[config.mk]
export PLATFORM = sky130hd
export DESIGN_NAME = pulse_mode_sequencer
export DESIGN_NICKNAME = d
export VERILOG_FILES = /design/src/rtl/pulse_mode_sequencer.sv
export SDC_FILE = /design/constraint.sdc
export NUM_CORES = 1
export LEC_CHECK = 0
export ABC_AREA = 1
export CORE_MARGIN = 5
export CORE_UTILIZATION = 69
export CTS_BUF_LIST = sky130_fd_sc_hd__clkbuf_4 sky130_fd_sc_hd__clkbuf_8
export CTS_CLUSTER_DIAMETER = 100
export DETAILED_ROUTE_END_ITERATION = 7
export DONT_BUFFER_PORTS = 1
export PLACE_DENSITY = 0.93
export SYNTH_ARGS = -nofsm -noshare
export SYNTH_HDL_FRONTEND = slang
export SYNTH_SLANG_ARGS = --single-unit
[constraint.sdc]
create_clock -name sysclk -period 4.4 [get_ports sysclk]
set_clock_uncertainty 0.05 [all_clocks]
set_input_delay 0.88 -clock sysclk [delete_from_list [all_inputs] [get_ports sysclk]]
set_output_delay 0.88 -clock sysclk [all_outputs]
set_load 0.02 [all_outputs]
[src/rtl/pulse_mode_sequencer.sv]
`default_nettype none
// ============================================================================
//  Module      : pulse_mode_sequencer
//  Description : Steps the pulse shaper through its four waveform modes,
//                either manually (next/previous) or automatically (fixed
//                dwell per mode). Each change waits for a frame boundary
//                (optional) and is followed by a blanking gap with the
//                one-hot select forced to 0000.
//  Revision    : 1.0 - initial release
// ============================================================================
module pulse_mode_sequencer #(
    parameter int unsigned DWELL_CYCLES = 50_000_000,
    parameter int unsigned GAP_CYCLES   = 16,
    parameter bit          FRAME_SYNC   = 1'b1
) (
    input  logic       sysclk,
    input  logic       rst,
    input  logic       next_pls,
    input  logic       pre_pls,
    input  logic       auto_pls,
    input  logic       frame_end,
    output logic [3:0] Enable_SW,
    output logic [1:0] mode_idx,
    output logic       auto_on,
    output logic       switching
);

    // Counter widths: the dwell counter only needs to reach DWELL_CYCLES-1,
    // the gap counter only GAP_CYCLES-1.
    localparam int c_DWELL_W = (DWELL_CYCLES > 2) ? $clog2(DWELL_CYCLES) : 1;
    localparam int c_GAP_W   = (GAP_CYCLES > 1) ? $clog2(GAP_CYCLES) : 1;

    localparam logic [c_DWELL_W-1:0] c_DWELL_LAST = c_DWELL_W'(DWELL_CYCLES - 1);
    localparam logic [c_DWELL_W-1:0] c_DWELL_ONE  = c_DWELL_W'(1);
    localparam logic [c_DWELL_W-1:0] c_DWELL_ZERO = '0;
    localparam logic [c_GAP_W-1:0]   c_GAP_LAST   = c_GAP_W'(GAP_CYCLES - 1);
    localparam logic [c_GAP_W-1:0]   c_GAP_ONE    = c_GAP_W'(1);
    localparam logic [c_GAP_W-1:0]   c_GAP_ZERO   = '0;

    typedef enum logic [1:0] {
        ST_RUN       = 2'd0,
        ST_WAIT_EDGE = 2'd1,
        ST_BLANK     = 2'd2
    } state_t;

    // Registered state
    state_t               r_state;
    logic [1:0]           r_mode;
    logic [1:0]           r_target;
    logic                 r_auto_on;
    logic [c_DWELL_W-1:0] r_dwell_cnt;
    logic [c_GAP_W-1:0]   r_gap_cnt;
    logic [3:0]           r_enable_sw;
    logic                 r_switching;

    // Next-state values
    state_t               w_state_n;
    logic [1:0]           w_mode_n;
    logic [1:0]           w_target_n;
    logic                 w_auto_n;
    logic [c_DWELL_W-1:0] w_dwell_n;
    logic [c_GAP_W-1:0]   w_gap_n;
    logic [3:0]           w_enable_n;

    // Decoded requests: a simultaneous next+prev press cancels itself out.
    logic w_single_next;
    logic w_single_pre;
    logic w_tick;

    assign w_single_next = next_pls & ~pre_pls;
    assign w_single_pre  = pre_pls & ~next_pls;
    assign w_tick        = r_auto_on && (r_dwell_cnt == c_DWELL_LAST);

    // State register and registered outputs; reset aborts any pending change.
    always_ff @(posedge sysclk) begin
        if (rst) begin
            r_state     <= ST_RUN;
            r_mode      <= 2'd0;
            r_target    <= 2'd0;
            r_auto_on   <= 1'b0;
            r_dwell_cnt <= c_DWELL_ZERO;
            r_gap_cnt   <= c_GAP_ZERO;
            r_enable_sw <= 4'b0001;
            r_switching <= 1'b0;
        end else begin
            r_state     <= w_state_n;
            r_mode      <= w_mode_n;
            r_target    <= w_target_n;
            r_auto_on   <= w_auto_n;
            r_dwell_cnt <= w_dwell_n;
            r_gap_cnt   <= w_gap_n;
            r_enable_sw <= w_enable_n;
            r_switching <= (w_state_n != ST_RUN);
        end
    end

    // Next-state logic: request decode, target accumulation, dwell and gap timing.
    always_comb begin
        w_state_n  = r_state;
        w_mode_n   = r_mode;
        w_target_n = r_target;
        w_auto_n   = r_auto_on ^ auto_pls;
        w_dwell_n  = c_DWELL_ZERO;
        w_gap_n    = r_gap_cnt;

        case (r_state)
            ST_RUN: begin
                // Dwell only advances while auto stays on through this cycle,
                // so switching auto on starts the count from zero next cycle.
                if (r_auto_on && w_auto_n) begin
                    w_dwell_n = r_dwell_cnt + c_DWELL_ONE;
                end
                // Manual presses win over the auto tick; the tick is just a
                // "next" so a coincident next press yields one step only.
                if (w_single_next || w_single_pre || w_tick) begin
                    if (w_single_pre) begin
                        w_target_n = r_mode - 2'd1;
                    end else begin
                        w_target_n = r_mode + 2'd1;
                    end
                    w_state_n = FRAME_SYNC ? ST_WAIT_EDGE : ST_BLANK;
                    w_dwell_n = c_DWELL_ZERO;
                    w_gap_n   = c_GAP_ZERO;
                end
            end

            ST_WAIT_EDGE: begin
                // Further presses retarget relative to the pending target.
                if (w_single_next) begin
                    w_target_n = r_target + 2'd1;
                end else if (w_single_pre) begin
                    w_target_n = r_target - 2'd1;
                end
                if (frame_end) begin
                    w_state_n = ST_BLANK;
                    w_gap_n   = c_GAP_ZERO;
                end
            end

            ST_BLANK: begin
                // Buttons are ignored here; the gap always runs to completion.
                if (r_gap_cnt == c_GAP_LAST) begin
                    w_state_n = ST_RUN;
                    w_mode_n  = r_target;
                    w_gap_n   = c_GAP_ZERO;
                end else begin
                    w_gap_n = r_gap_cnt + c_GAP_ONE;
                end
            end

            default: begin
                w_state_n = ST_RUN;
                w_gap_n   = c_GAP_ZERO;
            end
        endcase

        // Select is blanked only while in BLANK, otherwise one-hot of the mode.
        if (w_state_n == ST_BLANK) begin
            w_enable_n = 4'b0000;
        end else begin
            w_enable_n = 4'b0001 << w_mode_n;
        end
    end

    assign Enable_SW = r_enable_sw;
    assign mode_idx  = r_mode;
    assign auto_on   = r_auto_on;
    assign switching = r_switching;

endmodule
`default_nettype wire
# After elaboration in Yosys (flattened, before gate mapping)
# Index checks and enable logic that the tools add are counted.
[totals] ff_bits=42 input_bits=6
[op_classes] n_addsub=6 n_eq_ne=8 shifts=1 muxes=16 bitwise=7 n_reduce_logical=11
[op_table] op="$add A26 B1 Y26 const B" count=1
[op_table] op="$eq A26 B26 Y1 const B" count=1
[op_table] op="$mux W2" count=9
[op_table] op="$mux W4" count=3
[op_table] op="$pmux W4 S3" count=1
[op_table] op="$pmux W2 S3" count=1
[op_table] op="$add A2 B1 Y2 const B" count=2
[op_table] op="$add A4 B1 Y4 const B" count=1
[op_table] op="$eq A2 B2 Y1 const B" count=2
[op_table] op="$eq A4 B4 Y1 const B" count=1
[op_table] op="$ne A2 B2 Y1 const B" count=2
[op_table] op="$not A1 Y1" count=4
[op_table] op="$pmux W2 S2" count=1
[op_table] op="$reduce_bool A2 Y1" count=2
[op_table] op="$reduce_or A4 Y1" count=1
[op_table] op="$shl A1 B2 Y4 const A" count=1
[op_table] op="$sub A2 B1 Y2 const B" count=2
[op_table] op="$ne A3 B3 Y1 const B" count=1
[op_table] op="$reduce_and A3 Y1" count=1
[op_table] op="$and A1 B1 Y1" count=2
[op_table] op="$eq A2 B1 Y1 const B" count=1
[op_table] op="$logic_and A1 B1 Y1" count=2
[op_table] op="$logic_not A2 Y1" count=1
[op_table] op="$logic_or A1 B1 Y1" count=2
[op_table] op="other kinds (4)" count=4

# Depth between registers and ports, before layout
# Gate-level depths: netlist of the first run.
[depth] ltp_word=8 ltp_mapped=12 ltp_nobuf=12

# Worst setup path before layout of the first run
# No wires, ideal clock.
[synth_path] path_kind="input to register" start="input next_pls" end="register r_target[0]" arrival_time_ns=1.744 setup_slack_ns=2.493 path_stages=7 path_cell_list="inv_1 -> ha_1 -> or2_2 -> nand2_1 -> nand2_1 -> nand2_1 -> nor2_1"
[synth_between] elab_chain_len=6
[synth_lines] element="start, declared" line_no="18" rtl="input logic next_pls,"
[synth_lines] element="$not A1 Y1" line_no="71" rtl="assign w_single_pre = pre_pls & ~next_pls;"
[synth_lines] element="$and A1 B1 Y1" line_no="71"
[synth_lines] element="$logic_or A1 B1 Y1 (2 in series)" line_no="115" rtl="if (w_single_next || w_single_pre || w_tick) begin"
[synth_lines] element="$ne A2 B2 Y1 (no line)"
[synth_lines] element="$reduce_and A3 Y1 (no line)"
[synth_lines] element="end signal, assigned" line_no="88" rtl="r_target <= w_target_n;"
[synth_lines] element="end, declared" line_no="49" rtl="logic [1:0] r_target;"
# Parallel ways exist; a longest one is shown, timed or not. The select of a mux whose other input is x is not followed.
# A chain may end at the register's enable or synchronous reset.

# Worst setup path in the final report of the first run
[layout_path] start="register r_mode[0] (netlist: mode_idx[0])" end="output mode_idx[0]"
[layout_lines] element="start, declared" line_no="48" rtl="logic [1:0] r_mode;"
[layout_lines] element="start signal, assigned" line_no="87" rtl="r_mode <= w_mode_n;"
[layout_lines] element="end, declared" line_no="23" rtl="output logic [1:0] mode_idx,"
# No word-level cell between the ends.

==> results of run 1 <==
## stage by stage
stage	hold WS [ps]	instances	worst slack [ps]	utilization
2_1_floorplan	379	293	2490	-
3_3_place_gp	387	334	2470	0.717
3_5_place_dp	406	334	2430	0.717
4_1_cts	430	342	2590	0.745
5_1_grt	448	342	2440	0.745
6_report	426	342	2600	0.745
## final timing paths
path / start / end / slack, ps
setup / recovery: mode_idx[0] / mode_idx[0] / 2600
hold / removal: r_dwell_cnt[0] / r_dwell_cnt[0] / 430
setup reg to reg: r_dwell_cnt[0] / r_target[1] / 2650
hold reg to reg: r_dwell_cnt[0] / r_dwell_cnt[0] / 430
## power by group
part           switching, uW  internal [uW]
Clock                    124            126
Sequential              10.3            389
Combinational           29.9           16.4
Total                    164            531
## registers in the layout (all words and copies together) (netlist names)
register	count
r_dwell_cnt	26
auto_on	1
switching	1
r_gap_cnt	4
mode_idx	2
Enable_SW	4
r_target	2
r_state	2
## cells in the final DEF (no fill, tap or decap), types with 3 or more instances in the layout
master	instances
nand2_1	68
nor2_1	49
dfxtp_1	42
inv_1	33
xor2_1	13
nand3_1	11
a21oi_1	9
nor3_1	6
o21ai_0	6
clkbuf_4	6
ha_1	5
inv_2	4
nand4_1	4
nand3_2	4
nor2_4	4
a21oi_2	4
xnor2_1	4
nand2_2	3
nor3_2	3
or2_2	3
## cell families (layout without fill, tap and decap cells)
logic type	count (synthesis)	after routing	share of synthesized area
simple gates	164	164	0.363
flops	42	42	0.392
xor+xnor	17	17	0.0695
compound gates	24	24	0.0660
buf+inv	41	46	0.0800
fa+ha+maj	5	5	0.0292
## worst register-to-register path: stages, from the launching register on
cell,delay [ps]
dfxtp_1,390
ha_1,220
nand3_2,140
inv_2,120
nand2_1,50
nor2_1,90
nand2_1,110
nand2_1,80
nand2_1,90
nand2_1,140
nand2_1,80
nand2_1,60
nor2_1,40
## layout make-up
| class | count | share of cell area |
|---|---|---|
| clock inverters | 2 | 0.0166 |
| well taps | 44 | 0.0244 |
| multi-input cells | 210 | 0.502 |
| inverters | 38 | 0.0644 |
| clock buffers | 6 | 0.0200 |
| flip-flops and latches | 42 | 0.373 |
## routing by layer
layer | GRT usage | vias to the layer above | wire (um)
met5 | 0 | - | 0
met4 | 0.0596 | 0 | 49
met3 | 0.0701 | 7 | 194
met2 | 0.359 | 40 | 1840
met1 | 0.259 | 822 | 1850
li1 | - | 919 | -
==> results.toml, run 1 <==
[run_status]
status = "completed"

[power_and_ir_drop]
power.leakage_uw = 0.000800
finalPower_uw = 695
vdd.ir_drop.worst_uv = 322
power_per_cell_area_nw_per_um2 = 308

[placed_design]
place_hpwl_um = 3030
dpl_cell_area_um2 = 2170
port_buffers = 0
gp_congestion = 0.898

[finish]
nets = 308
diodes = 0
multiInputGateArea_um2 = 1130
fillCellCount = 237
final_area_um2 = 2250
drive_above_1_share = 0.131
area.growth.synth_to_final_pct = 5.20
seq_area_um2 = 841

[cts]
h-tree-depth = 2
clk_latency_ps = 360
cts_made_buffers = 5
cts_tree = "built"
hold_buffers = 0
cts_root_buf = "clkbuf_4"
cts_buffer_depth = 2
cts_resized = 0
cts_num_sinks = 42
clk_pin_slew_ps = 120
post_cts.repair.setup_buffers = 0

[logic_synthesis]
ys_types = 32
netlist_area_um2 = 2140
ys_warn_count = 0
syn_nets = 304
yosys.cell_count.top_type = "nand2_1"
synth-edff-count = 0
synth_top_cell_by_area = "dfxtp_1"
syn_inst = 293
yosysSeqAreaShare = 0.392
synth_top_area_frac = 0.392
syn_area_per_cell_um2 = 7.32
synthArstFlopShare = 0
synth_flop_cell = "dfxtp_1"
synth_commonest_cells = "68 x nand2_1, 49 x nor2_1, 42 x dfxtp_1"
ys_top_cells_by_area = "dfxtp_1 39%, nand2_1 12%, nor2_1 8.6%"
ys_seq_elements = 42

[routing]
postRouteAntennaNets = 0
detail_route.first_pass.iterations = 4
viasPerCell = 5.23
routed_wl_um = 3940
wl_per_cell_um = 11.5
drt_iter0_markers = 94
drc = 0
via_count = 1788

[sta]
max_slew.worst_pin.slew_ps = 420
fmax_mhz = 554
rsz0062_at_grt = "false"
finalSetupViolations = 0
period_share = 0.410
setup_tns_ps = 0
relSlewSlack = 0.717
period_needed_ps = 1800
drv_slew = 0
finalHoldViolCount = 0

[worst_setup_path]
cp_max_fo = 4
endpoint_kind = "output port"
cp-start-kind = "flop"
critPathRequiredTime_ps = 3470
cp_num_cells = 0
reg2reg_depth = 12
arrival_ps = 870
critPathKind = "reg -> out"

[floorplanning]
ioPinCount = 14
die_w_um = 65.7
initial_core_util = 0.708
die_h_um = 65.7
core_area_um2 = 3030
die_area_um2 = 4320
rows = 20

[grt]
antenna_found_initial = 0
track_usage = 0.214
grt_pass1_wl_um = 7170
grt_max_degree = 24
grt_pass1_vias = 1740
grt-ovfl-total = 0

[job]
drv_cap = 0

[worst_hold_path]
hold_depth = 1
min_path_type = "reg -> reg"
No activity file was read; power rests on OpenSTA's default activity.
==> run 2, diff against run 1 <==
CORE_UTILIZATION = 65   (was 69)
PLACE_DENSITY = 0.89   (was 0.93)
clock period = 1.7 ns   (was 4.4 ns; I/O delays follow)
==> run 2 against run 1 <==
Effect of this change:
- combinational power grew to 3.0 times the previous value
- core utilization is 0.42 points higher
- die area is 5.2% higher
- non-clock buffer count is 7 higher
- global-route usage is 0.59 points lower
- clock power is 95% higher
- clock-buffer cell count is 1 higher
- sequential power grew to 2.6 times the previous value
- critical endpoint is now r_dwell_cnt[19]
- largest cell class unchanged
==> results.toml, run 2 (synthesis results as in run 1) <==
[worst_setup_path]
cp_max_fo = 11
critPathRequiredTime_ps = 1910
endpoint_kind = "flop"
cp-start-kind = "flop"
reg2reg_depth = 11
startpoint = "r_dwell_cnt[0]"
arrival_ps = 1800
rrSetupSlack_ps = 110
critPathKind = "reg -> reg"
rr_startpoint = "r_dwell_cnt[0]"

[placed_design]
gp_congestion = 0.892
place_hpwl_um = 3110
placed_cells = 336
port_buffers = 0

[cts]
cts_buffer_depth = 2
cts_tree = "built"
clk_latency_ps = 360
h-tree-depth = 2
cts_made_buffers = 5
clk_pin_slew_ps = 110
cts_root_buf = "clkbuf_4"
cts_num_sinks = 42

[floorplanning]
rows = 20
core_area_um2 = 3100
ioPinCount = 14
die_area_um2 = 4550
die_w_um = 67.4
initial_core_util = 0.691
die_h_um = 67.4

[sta]
finalHoldViolCount = 0
fmax_mhz = 629
drv_slew = 0
finalSetupViolations = 0
setup_tns_ps = 0
max_slew.worst_pin.slew_ps = 370
period_needed_ps = 1590
relSlewSlack = 0.753
period_share = 0.935
holdWs_ps = 119

[power_and_ir_drop]
vdd.ir_drop.worst_uv = 585
power_per_cell_area_nw_per_um2 = 713
finalPower_uw = 1660
power.leakage_uw = 0.000833

[finish]
final_cells = 349
diodes = 0
fillCellCount = 243
layout_common_cells = "67 x nand2_1, 48 x nor2_1, 37 x dfxtp_1, 33 x inv_1, 13 x xor2_1"
final_common_cell = "nand2_1"
largest_reg_flops = 26
utilization = 0.749
regMostFlops = "r_dwell_cnt"
area.growth.synth_to_final_pct = 8.41
drive_above_1_share = 0.184
nets = 316

[run_status]
status = "completed"

[routing]
viasPerCell = 5.17
postRouteAntennaNets = 0
drc = 0
wl_per_cell_um = 12.3
drt_iter0_markers = 147
detail_route.first_pass.iterations = 4
via_count = 1803
routed_wl_um = 4310

[grt]
antenna_found_initial = 0
gr-usage-met2 = 0.350
use_met3 = 0.0582
grt_pass1_wl_um = 7110
grt_max_degree = 24
grt.busiest_layer = "met2"
grt_pass1_vias = 1684
met1_usage = 0.251
grt-ovfl-total = 0
track_usage = 0.208

[worst_hold_path]
min_from = "rst"
hold_depth = 2
min_path_type = "in -> reg"

[job]
drv_cap = 0
## run 2: changes by cell type in the layout (fill, tap and decap cells not counted), sizes merged
cell,previous run,this run
buf,0,6
bufinv,1,0
clkbuf,6,7
clkinvlp,1,0
dlygate4sd3,0,1
inv,38,39
## run 2: final timing paths
check                                       end
worst max register to register  r_dwell_cnt[19]
worst max-delay path            r_dwell_cnt[19]
worst min register to register   r_dwell_cnt[0]
worst min-delay path               Enable_SW[0]
## run 2: timing repair
action,4_1_cts,5_1_grt
buffers inserted,0,4
hold buffers,1,0
gates resized for setup,0,16
hold endpoints to repair,10,0
endpoints found under the setup margin,0,33
## run 2: metal layers
| layer | vias to the layer above | routed length (um) | share of wire |
|---|---|---|---|
| li1 | 941 | - | - |
| met1 | 798 | 1960 | 0.46 |
| met2 | 55 | 2020 | 0.47 |
| met3 | 9 | 245 | 0.057 |
| met4 | 0 | 84 | 0.020 |
| met5 | - | 0 | 0 |
## run 2: report_power, final
part           total [uW]  switching [uW]  internal, uW
Sequential           1030            24.1          1010
Combinational         139            88.5          50.0
Clock                 488             300           188
Total                1660             413          1240
## run 2: area by class of cell
class                           count  area (um2)  area share
Clock buffer                        7        52.6      0.0226
Inverter                           38         150      0.0646
Multi-Input combinational cell    210        1160       0.498
Sequential cell                    42         847       0.365
Tap cell                           44        55.1      0.0237
Timing Repair Buffer                7        55.1      0.0237
Timing Repair inverter              1        6.26     0.00269
## run 2: stage by stage
stage                     area, um2  worst slack [ps]
final                          2320               111
after global routing           2320             -34.7
after CTS                      2250              35.2
after detailed placement       2190              49.8
after global placement         2190               149
after floorplan                2140               214
## run 2: worst max-delay path: stages, from the launching register on
cell     delay [ps]
dfxtp_2         360
ha_2            190
nand3_2          90
inv_2            90
nand2_1          50
nor2_1          110
nand2_1          90
nand3_2         100
nor2_4           60
buf_4           130
inv_4           110
nor2_1           60
